## src/rtl/sd_mon_pkg.sv

```systemverilog
// Shared types for the srdy/drdy protocol monitor: error codes and capture FSM states.
package sd_mon_pkg;

    typedef enum logic [1:0] {
        ERR_NONE = 2'b00,
        ERR_DROP = 2'b01,
        ERR_HOLD = 2'b10,
        ERR_TMO  = 2'b11
    } err_code_e;

    typedef enum logic {
        ARMED   = 1'b0,
        LATCHED = 1'b1
    } cap_state_e;

endpackage

```

## src/rtl/sd_mon_chan.sv

```systemverilog
// Per-channel checker: stall tracking, sticky drop/hold/timeout flags, saturating transfer count.
module sd_mon_chan
    import sd_mon_pkg::*;
#(
    parameter int width   = 8,
    parameter int timeout = 16,
    parameter int tmo_w   = 8,
    parameter int cnt_w   = 16
) (
    input  logic             clk,
    input  logic             reset_n,
    input  logic             enable_i,
    input  logic             clear_i,
    input  logic             srdy_i,
    input  logic             drdy_i,
    input  logic [width-1:0] data_i,
    output logic             err_drop_o,
    output logic             err_hold_o,
    output logic             err_tmo_o,
    output logic [cnt_w-1:0] xfer_cnt_o,
    output err_code_e        evt_code_o
);

    localparam logic [tmo_w-1:0] TMO_MAX  = tmo_w'(timeout);
    localparam logic [tmo_w-1:0] TMO_LAST = tmo_w'(timeout - 1);

    logic             pend_q, pend_d;
    logic [width-1:0] data_q;
    logic [tmo_w-1:0] stall_q, stall_d;
    logic [cnt_w-1:0] xfer_q, xfer_d;
    logic             drop_q, drop_d;
    logic             hold_q, hold_d;
    logic             tmo_q, tmo_d;
    logic             evt_drop, evt_hold, evt_tmo;

    always_comb begin
        pend_d   = srdy_i && !drdy_i && enable_i;
        evt_drop = enable_i && pend_q && !srdy_i;
        evt_hold = enable_i && pend_q && srdy_i && (data_i != data_q);
        evt_tmo  = pend_d && (stall_q == TMO_LAST);

        // The stall counter parks at timeout so one long stall flags only once.
        stall_d = '0;
        if (pend_d && !clear_i) begin
            stall_d = (stall_q == TMO_MAX) ? stall_q : stall_q + 1'b1;
        end

        xfer_d = xfer_q;
        if (clear_i) begin
            xfer_d = '0;
        end else if (srdy_i && drdy_i && enable_i && (xfer_q != '1)) begin
            xfer_d = xfer_q + 1'b1;
        end

        drop_d = clear_i ? 1'b0 : (drop_q || evt_drop);
        hold_d = clear_i ? 1'b0 : (hold_q || evt_hold);
        tmo_d  = clear_i ? 1'b0 : (tmo_q || evt_tmo);

        evt_code_o = ERR_NONE;
        if (evt_drop) begin
            evt_code_o = ERR_DROP;
        end else if (evt_hold) begin
            evt_code_o = ERR_HOLD;
        end else if (evt_tmo) begin
            evt_code_o = ERR_TMO;
        end
    end

    // pend_q/data_q load even during clear so a stall spanning clear stays checked.
    always_ff @(posedge clk or negedge reset_n) begin
        if (!reset_n) begin
            pend_q  <= 1'b0;
            data_q  <= '0;
            stall_q <= '0;
            xfer_q  <= '0;
            drop_q  <= 1'b0;
            hold_q  <= 1'b0;
            tmo_q   <= 1'b0;
        end else begin
            pend_q  <= pend_d;
            data_q  <= data_i;
            stall_q <= stall_d;
            xfer_q  <= xfer_d;
            drop_q  <= drop_d;
            hold_q  <= hold_d;
            tmo_q   <= tmo_d;
        end
    end

    assign err_drop_o = drop_q;
    assign err_hold_o = hold_q;
    assign err_tmo_o  = tmo_q;
    assign xfer_cnt_o = xfer_q;

endmodule

```

## src/rtl/sd_proto_monitor.sv

```systemverilog
// Multi-channel srdy/drdy protocol monitor: per-channel checkers plus a first-error capture record.
module sd_proto_monitor
    import sd_mon_pkg::*;
#(
    parameter int width    = 8,
    parameter int channels = 4,
    parameter int timeout  = 16,
    parameter int tmo_w    = 8,
    parameter int cnt_w    = 16
) (
    input  logic                                              clk,
    input  logic                                              reset_n,
    input  logic                                              enable,
    input  logic                                              clear,
    input  logic [channels-1:0]                               ch_srdy,
    input  logic [channels-1:0]                               ch_drdy,
    input  logic [channels*width-1:0]                         ch_data,
    output logic [channels-1:0]                               err_drop,
    output logic [channels-1:0]                               err_hold,
    output logic [channels-1:0]                               err_tmo,
    output logic [channels*cnt_w-1:0]                         xfer_cnt,
    output logic                                              first_valid,
    output logic [((channels > 1) ? $clog2(channels) : 1)-1:0] first_chan,
    output logic [1:0]                                        first_code,
    output logic                                              irq
);

    localparam int CHW = (channels > 1) ? $clog2(channels) : 1;

    err_code_e      evt_code [channels];
    logic           hit;
    logic [CHW-1:0] hit_chan;
    err_code_e      hit_code;

    cap_state_e     state_q, state_d;
    logic [CHW-1:0] chan_q, chan_d;
    err_code_e      code_q, code_d;

    for (genvar gi = 0; gi < channels; gi++) begin : g_chan
        sd_mon_chan #(
            .width   (width),
            .timeout (timeout),
            .tmo_w   (tmo_w),
            .cnt_w   (cnt_w)
        ) u_chan (
            .clk        (clk),
            .reset_n    (reset_n),
            .enable_i   (enable),
            .clear_i    (clear),
            .srdy_i     (ch_srdy[gi]),
            .drdy_i     (ch_drdy[gi]),
            .data_i     (ch_data[gi*width +: width]),
            .err_drop_o (err_drop[gi]),
            .err_hold_o (err_hold[gi]),
            .err_tmo_o  (err_tmo[gi]),
            .xfer_cnt_o (xfer_cnt[gi*cnt_w +: cnt_w]),
            .evt_code_o (evt_code[gi])
        );
    end

    // Scan downwards so the lowest-numbered channel with an event wins.
    always_comb begin
        hit      = 1'b0;
        hit_chan = '0;
        hit_code = ERR_NONE;
        for (int i = channels - 1; i >= 0; i--) begin
            if (evt_code[i] != ERR_NONE) begin
                hit      = 1'b1;
                hit_chan = CHW'(i);
                hit_code = evt_code[i];
            end
        end
    end

    always_comb begin
        state_d = state_q;
        chan_d  = chan_q;
        code_d  = code_q;
        case (state_q)
            ARMED: begin
                if (hit) begin
                    state_d = LATCHED;
                    chan_d  = hit_chan;
                    code_d  = hit_code;
                end
            end
            LATCHED: begin
                state_d = LATCHED;
            end
            default: begin
                state_d = ARMED;
            end
        endcase
        if (clear) begin
            state_d = ARMED;
            chan_d  = '0;
            code_d  = ERR_NONE;
        end
    end

    always_ff @(posedge clk or negedge reset_n) begin
        if (!reset_n) begin
            state_q <= ARMED;
            chan_q  <= '0;
            code_q  <= ERR_NONE;
        end else begin
            state_q <= state_d;
            chan_q  <= chan_d;
            code_q  <= code_d;
        end
    end

    assign first_valid = (state_q == LATCHED);
    assign first_chan  = chan_q;
    assign first_code  = code_q;
    assign irq         = (state_q == LATCHED);

endmodule

```

## config.mk

```make
export PLATFORM = sky130hd
export DESIGN_NAME = sd_proto_monitor
export DESIGN_NICKNAME = d
export VERILOG_FILES = /design/src/rtl/sd_mon_pkg.sv /design/src/rtl/sd_mon_chan.sv /design/src/rtl/sd_proto_monitor.sv
export SDC_FILE = /design/constraint.sdc
export NUM_CORES = 1
export LEC_CHECK = 0
export CORE_MARGIN = 2
export CORE_UTILIZATION = 23
export DETAILED_ROUTE_END_ITERATION = 8
export GPL_TIMING_DRIVEN = 0
export PLACE_DENSITY = 0.45
export SYNTH_ARGS = -nofsm -noshare
export SYNTH_HDL_FRONTEND = slang
export SYNTH_SLANG_ARGS = --single-unit
```

## constraint.sdc

```tcl
create_clock -name clk -period 3.4 [get_ports clk]
set_clock_uncertainty 0.1 [all_clocks]
set_input_delay 0.68 -clock clk [delete_from_list [all_inputs] [get_ports clk]]
set_output_delay 0.68 -clock clk [all_outputs]
set_load 0.05 [all_outputs]
```

==> results.cfg, run 1 <==
[outcome]
status = finished, final reports clean

[pwr]
swShare_pct = 24.69
pwr-share-comb_pct = 7.1
p_leak_nw = 3.906
p_seq_share_pct = 44.6
intPower_mw = 3.083
powerDensity_nw_per_um2 = 429.6
switchingPower_mw = 1.011
p_clk_share_pct = 48.3
ir_drop_uv = 339.6

[logic_synthesis]
synthCells = 702
ys_warn_count = 0
ys_types = 57
synth.avg_cell_area_sq_um = 10.21
synth_edf_count = 0
synthFlopType = dfrtp_1
yosysSeqAreaShare_pct = 52.04
async_flop_share_pct = 100.0
synth_nets = 758
yosys.area.top_type_share_pct = 52.04
synth_area_leader_cell = dfrtp_1
mappedNetlistArea_sq_um = 7164
synth.most_common_cell = dfrtp_1
synthTopCellsByCount = dfrtp_1 (149), nor2_1 (127), xor2_1 (70)
netlist_top_cells_area = dfrtp_1 (52%), xor2_1 (8.6%), nor2_1 (6.7%), xnor2_1 (4.6%), nand3_1 (2.4%)
synth-seq-cells = 149

[worst_setup_path]
critPathKind = in -> reg
rrSetupSlack_ps = 970
start_kind = primary input
critPathArrivalTime_ps = 2980
cp_max_fo = 5
critPathRequiredTime_ps = 3620
end_kind = flop

[final_layout]
fin_area_sq_um = 9530
drive_above_1_share_pct = 7.809
diodes = 0
area_growth_pct = 33.02
final_net_count = 901
fillers = 3212

[clock_network]
clk_pin_slew_ps = 70
cts_resized = 0
cts_buffers = 17
cts_hold_buf = 0
clk_latency_ps = 430
clock_sinks = 149
post-cts-setup-buffers = 0
htree_levels = 4
cts_tree = built
clockBufferDepth = 2
ctsRootBufferMaster = clkbuf_16

[grt]
grt_pass1_wl_um = 30370
gr-total-overflow = 0
grt_max_degree = 87
antenna_found_initial = 0
grt_usage_pct = 11.82
grt_pass1_vias = 5337

[place]
dpl_cell_area_sq_um = 8924
io_buffer_count = 123
post-place-ws_ps = 213.6
dp_hpwl_um = 13270
place.gp.congestion = 0.7240

[worst_hold_path]
hold_class = in -> async

[sta]
drv_slew = 0
slew_headroom_pct = 48.10
rsz0062_at_grt = false
period_share_pct = 81.14
tightest_slew_ps = 771.4
worst_slack_ps = 641.4
fin_crit_ps = 2759
tns_ps = 0
hold_viol = 0
fmax_ghz = 0.3625
setup_viol = 0

[floorplanning]
die_w_um = 180.5
initial_core_util_pct = 23.36
pin_count = 126
die-area_sq_um = 32580
row_count = 64
die_h_um = 180.5
core_sq_um = 30670

[detailed_routing]
dr.first_iter.drc_count = 202
drc = 0
vias_per_cell = 4.275
drt.antenna.violating_nets = 0
routed_wl_um = 18620
routedWlPerCell_um = 14.85
route.vias.total = 5361
dr.pass1.iters = 4

[flow_run]
drv_cap = 0
power by group through the flow:
| stage | registers, mW | logic, mW | clock network [mW] |
|---|---|---|---|
| final | 1.83 | 0.291 | 1.98 |
| after global routing | 1.83 | 0.322 | 2.13 |
| after CTS | 1.83 | 0.301 | 2.05 |
| after detailed placement | 1.86 | 0.300 | 0 |
| after global placement | 1.86 | 0.296 | 0 |
| after floorplan | 1.88 | 0.114 | 0 |
flip-flops by register name, summed over array words and instances, names as in the netlist:
name	cells
first_chan	2
g_chan.u_chan.xfer_cnt_o	64
g_chan.u_chan.err_hold_o	4
g_chan.u_chan.err_drop_o	4
g_chan.u_chan.data_q	32
first_code	2
first_valid	1
g_chan.u_chan.stall_q	32
g_chan.u_chan.pend_q	4
g_chan.u_chan.err_tmo_o	4
critical path, stage by stage:
cell	delay [ps]
clkdlybuf4s50_1	450
xor2_1	170
nor4_1	470
a21oi_1	300
nand4b_4	270
or3_1	430
a31o_2	210
per-layer routing:
layer  vias to the layer above  GRT usage, %  part of all wire (%)
met4                         0         3.484                   1.1
li1                       2662             -                     -
met1                      2607         16.50                    50
met2                        82         18.35                    46
met5                         -             0                     0
met3                        10         2.567                   2.6
final timing paths:
| path | from | cells past startpoint | endpoint |
|---|---|---|---|
| worst max-delay path | ch_data[9] | 7 | first_code[0] |
| worst min-delay path | reset_n | 1 | g_chan[1].u_chan.data_q[4] |
| worst max register to register | g_chan[1].u_chan.data_q[1] | 6 | first_code[0] |
| worst min register to register | g_chan[0].u_chan.err_drop_o | 2 | g_chan[0].u_chan.err_drop_o |
| max in group asynchronous | reset_n | 2 | g_chan[1].u_chan.xfer_cnt_o[13] |
| min in group clk | g_chan[0].u_chan.err_drop_o | 2 | g_chan[0].u_chan.err_drop_o |
logic make-up (layout without fill, tap and decap cells):
logic type,Yosys count,in the layout,share of synthesized area [%]
multiplexers,7,7,0.9955
AND/OR/NAND/NOR,324,324,22.83
AO/OA/AOI/OAI,48,48,5.152
adder cells (fa/ha/maj),12,12,2.096
buffers and inverters,54,210,3.685
XOR/XNOR,108,108,13.20
flip-flops,149,149,52.04
through the flow:
step	hold WS [ps]	instances	total power [mW]	util, %
3_3_place_gp	381.9	1221	2.156	28.99
5_1_grt	100.1	1254	4.278	31.07
3_5_place_dp	389.4	1222	2.159	29.10
2_1_floorplan	284.4	702	1.994	-
4_1_cts	89.96	1254	4.180	31.07
6_report	79.82	1254	4.094	31.07
layout by cell type (no fill, tap or decap), drive strengths merged, types with 3 or more instances in the layout:
master         instances
dfrtp                149
nor2                 127
clkdlybuf4s50        122
xor2                  70
xnor2                 38
nand2                 36
nand3                 35
clkbuf                34
a21oi                 21
inv                   21
buf                   21
nand4                 19
nor3                  18
and3                  15
nor4                  14
ha                    12
or3                   11
nand3b                10
nand2b                 9
and4                   8
mux2i                  6
o21ai                  5
or4                    5
clkinv                 5
or2                    5
clkinvlp               4
and3b                  3
bufinv                 3
and2                   3
nand4b                 3
o41ai                  3
a211oi                 3
final cells by class:
cell class              instances  area, sq um  area share, %
plain buffers                  35        192.7          2.022
flip-flops and latches        149         3729          39.12
well taps                     396        495.5          5.199
clock inverters                14        177.7          1.864
repair buffers                124         1264          13.26
clock buffers                  18        429.2          4.503
inverters                      19        71.32         0.7483
multi-input cells             499         3172          33.28
No activity file was read; power rests on OpenSTA's default activity.
==> run 2: changes to the inputs <==
- PLACE_DENSITY: 0.45 -> 0.47
- clock period: 3.4 -> 2.4 ns (I/O delays scaled with it)
==> run 2 against run 1 <==
Against the previous run: sequential power grew 42%; largest cell class unchanged; register-to-register slack worse by 880 ps; final area increased by 1.7%; global-route usage down 0.18 points.
==> results.cfg, run 2 (same netlist as run 1, synthesis figures left out) <==
[pwr]
ir_drop_uv = 404.4
powerDensity_nw_per_um2 = 602.1
total_power_mw = 5.834
p_leak_nw = 4.029

[clock_network]
cts_tree = built
clock_sinks = 149
ctsRootBufferMaster = clkbuf_16
clockBufferDepth = 2
cts_buffers = 17
clk_latency_ps = 430
htree_levels = 4
clk_pin_slew_ps = 70

[worst_setup_path]
reg2reg_from = g_chan[3].u_chan.data_q[5]
critPathLaunch = ch_srdy[3]
rrSetupSlack_ps = 90
start_kind = primary input
reg2reg_depth = 7
critPathRequiredTime_ps = 2660
reg2reg_to = first_code[0]
critPathArrivalTime_ps = 2640
cp_max_fo = 5
end_kind = flop
crit_path_end = first_code[0]
critPathKind = in -> reg

[grt]
grt_pass1_wl_um = 30060
antenna_found_initial = 0
gr-total-overflow = 0
grt_usage_pct = 11.64
grt_pass1_vias = 5359
grt_max_degree = 113

[detailed_routing]
routedWlPerCell_um = 14.75
drc = 0
dr.first_iter.drc_count = 242
route.vias.total = 5401
routed_wl_um = 18650
drt.antenna.violating_nets = 0
vias_per_cell = 4.273
dr.pass1.iters = 4

[floorplanning]
core_sq_um = 30670
pin_count = 126
initial_core_util_pct = 23.36
die_w_um = 180.5
row_count = 64
die_h_um = 180.5
die-area_sq_um = 32580

[final_layout]
fin_area_sq_um = 9691
area_growth_pct = 35.26
largest_reg_flops = 64
fillers = 3135
diodes = 0
multi_input_area_sq_um = 3251
final_common_cell = dfrtp_1
ff_latch_area_sq_um = 3729
final_net_count = 911
mostFrequentLayoutCells = dfrtp_1 (149), nor2_1 (127), clkdlybuf4s50_1 (114)
drive_above_1_share_pct = 9.908

[flow_run]
drv_cap = 0

[sta]
period_share_pct = 98.93
rsz0062_at_grt = true
slew_headroom_pct = 47.32
hold_viol = 0
worst_slack_ps = 25.62
tightest_slew_ps = 782.9
fmax_ghz = 0.4212
setup_viol = 0
fin_crit_ps = 2374
drv_slew = 0

[outcome]
status = finished, final reports clean

[worst_hold_path]
hold_start = ch_data[29]
hold_class = in -> reg

[place]
post-place-ws_ps = -685.7
dp_hpwl_um = 13120
place.gp.congestion = 0.7438
dpl_cell_area_sq_um = 8924
io_buffer_count = 123
[run 2: layout make-up]
| class | count | share of cell area (%) |
|---|---|---|
| Buffer | 35 | 1.988 |
| Clock buffer | 17 | 4.390 |
| Clock inverter | 15 | 1.898 |
| Inverter | 19 | 0.7360 |
| Multi-Input combinational cell | 499 | 33.54 |
| Sequential cell | 149 | 38.48 |
| Tap cell | 396 | 5.113 |
| Timing Repair Buffer | 134 | 13.85 |
[run 2: metal layers]
layer,global-route usage [%],share of wire (%)
met4,3.387,0.86
met1,15.92,49
met2,18.67,47
met3,2.304,2.8
met5,0,0
[run 2: worst min-delay path by stage]
stage          cells past startpoint                    endpoint
4_1_cts                            1  g_chan[3].u_chan.data_q[5]
3_5_place_dp                       1  g_chan[1].u_chan.data_q[5]
5_1_grt                            1  g_chan[3].u_chan.data_q[2]
2_1_floorplan                      0               first_chan[0]
6_report                           1  g_chan[3].u_chan.data_q[5]
3_3_place_gp                       2  g_chan[2].u_chan.err_tmo_o
[run 2: timing repair]
action / CTS / global route
hold buffers: 1 / 0
setup buffers: 2 / 7
pin swaps: 6 / 7
gates resized for setup: 13 / 7
endpoints found under the setup margin: 3 / 23
hold endpoints to repair: 37 / 0
[run 2: stage by stage]
stage	cells	hold WS [ps]	utilization [%]	setup TNS [ps]
global placement	1221	382.3	28.99	-903700
CTS	1257	202.4	31.31	0
floorplan	702	84.41	-	0
global route	1264	216.3	31.60	-74.89
detailed placement	1222	282.9	29.10	-8009
finish	1264	225.6	31.60	0
[run 2: critical path, cell delays in order]
cell	delay, ps
clkdlybuf4s50_1	650
nand3b_1	240
nor4_4	470
nor2_1	170
a221oi_1	310
o31a_1	160
a31o_2	140
[run 2: where the power goes]
| group | switching, mW | internal (mW) |
|---|---|---|
| Combinational | 0.258 | 0.171 |
| Clock | 1.23 | 1.59 |
| Sequential | 0.0311 | 2.55 |
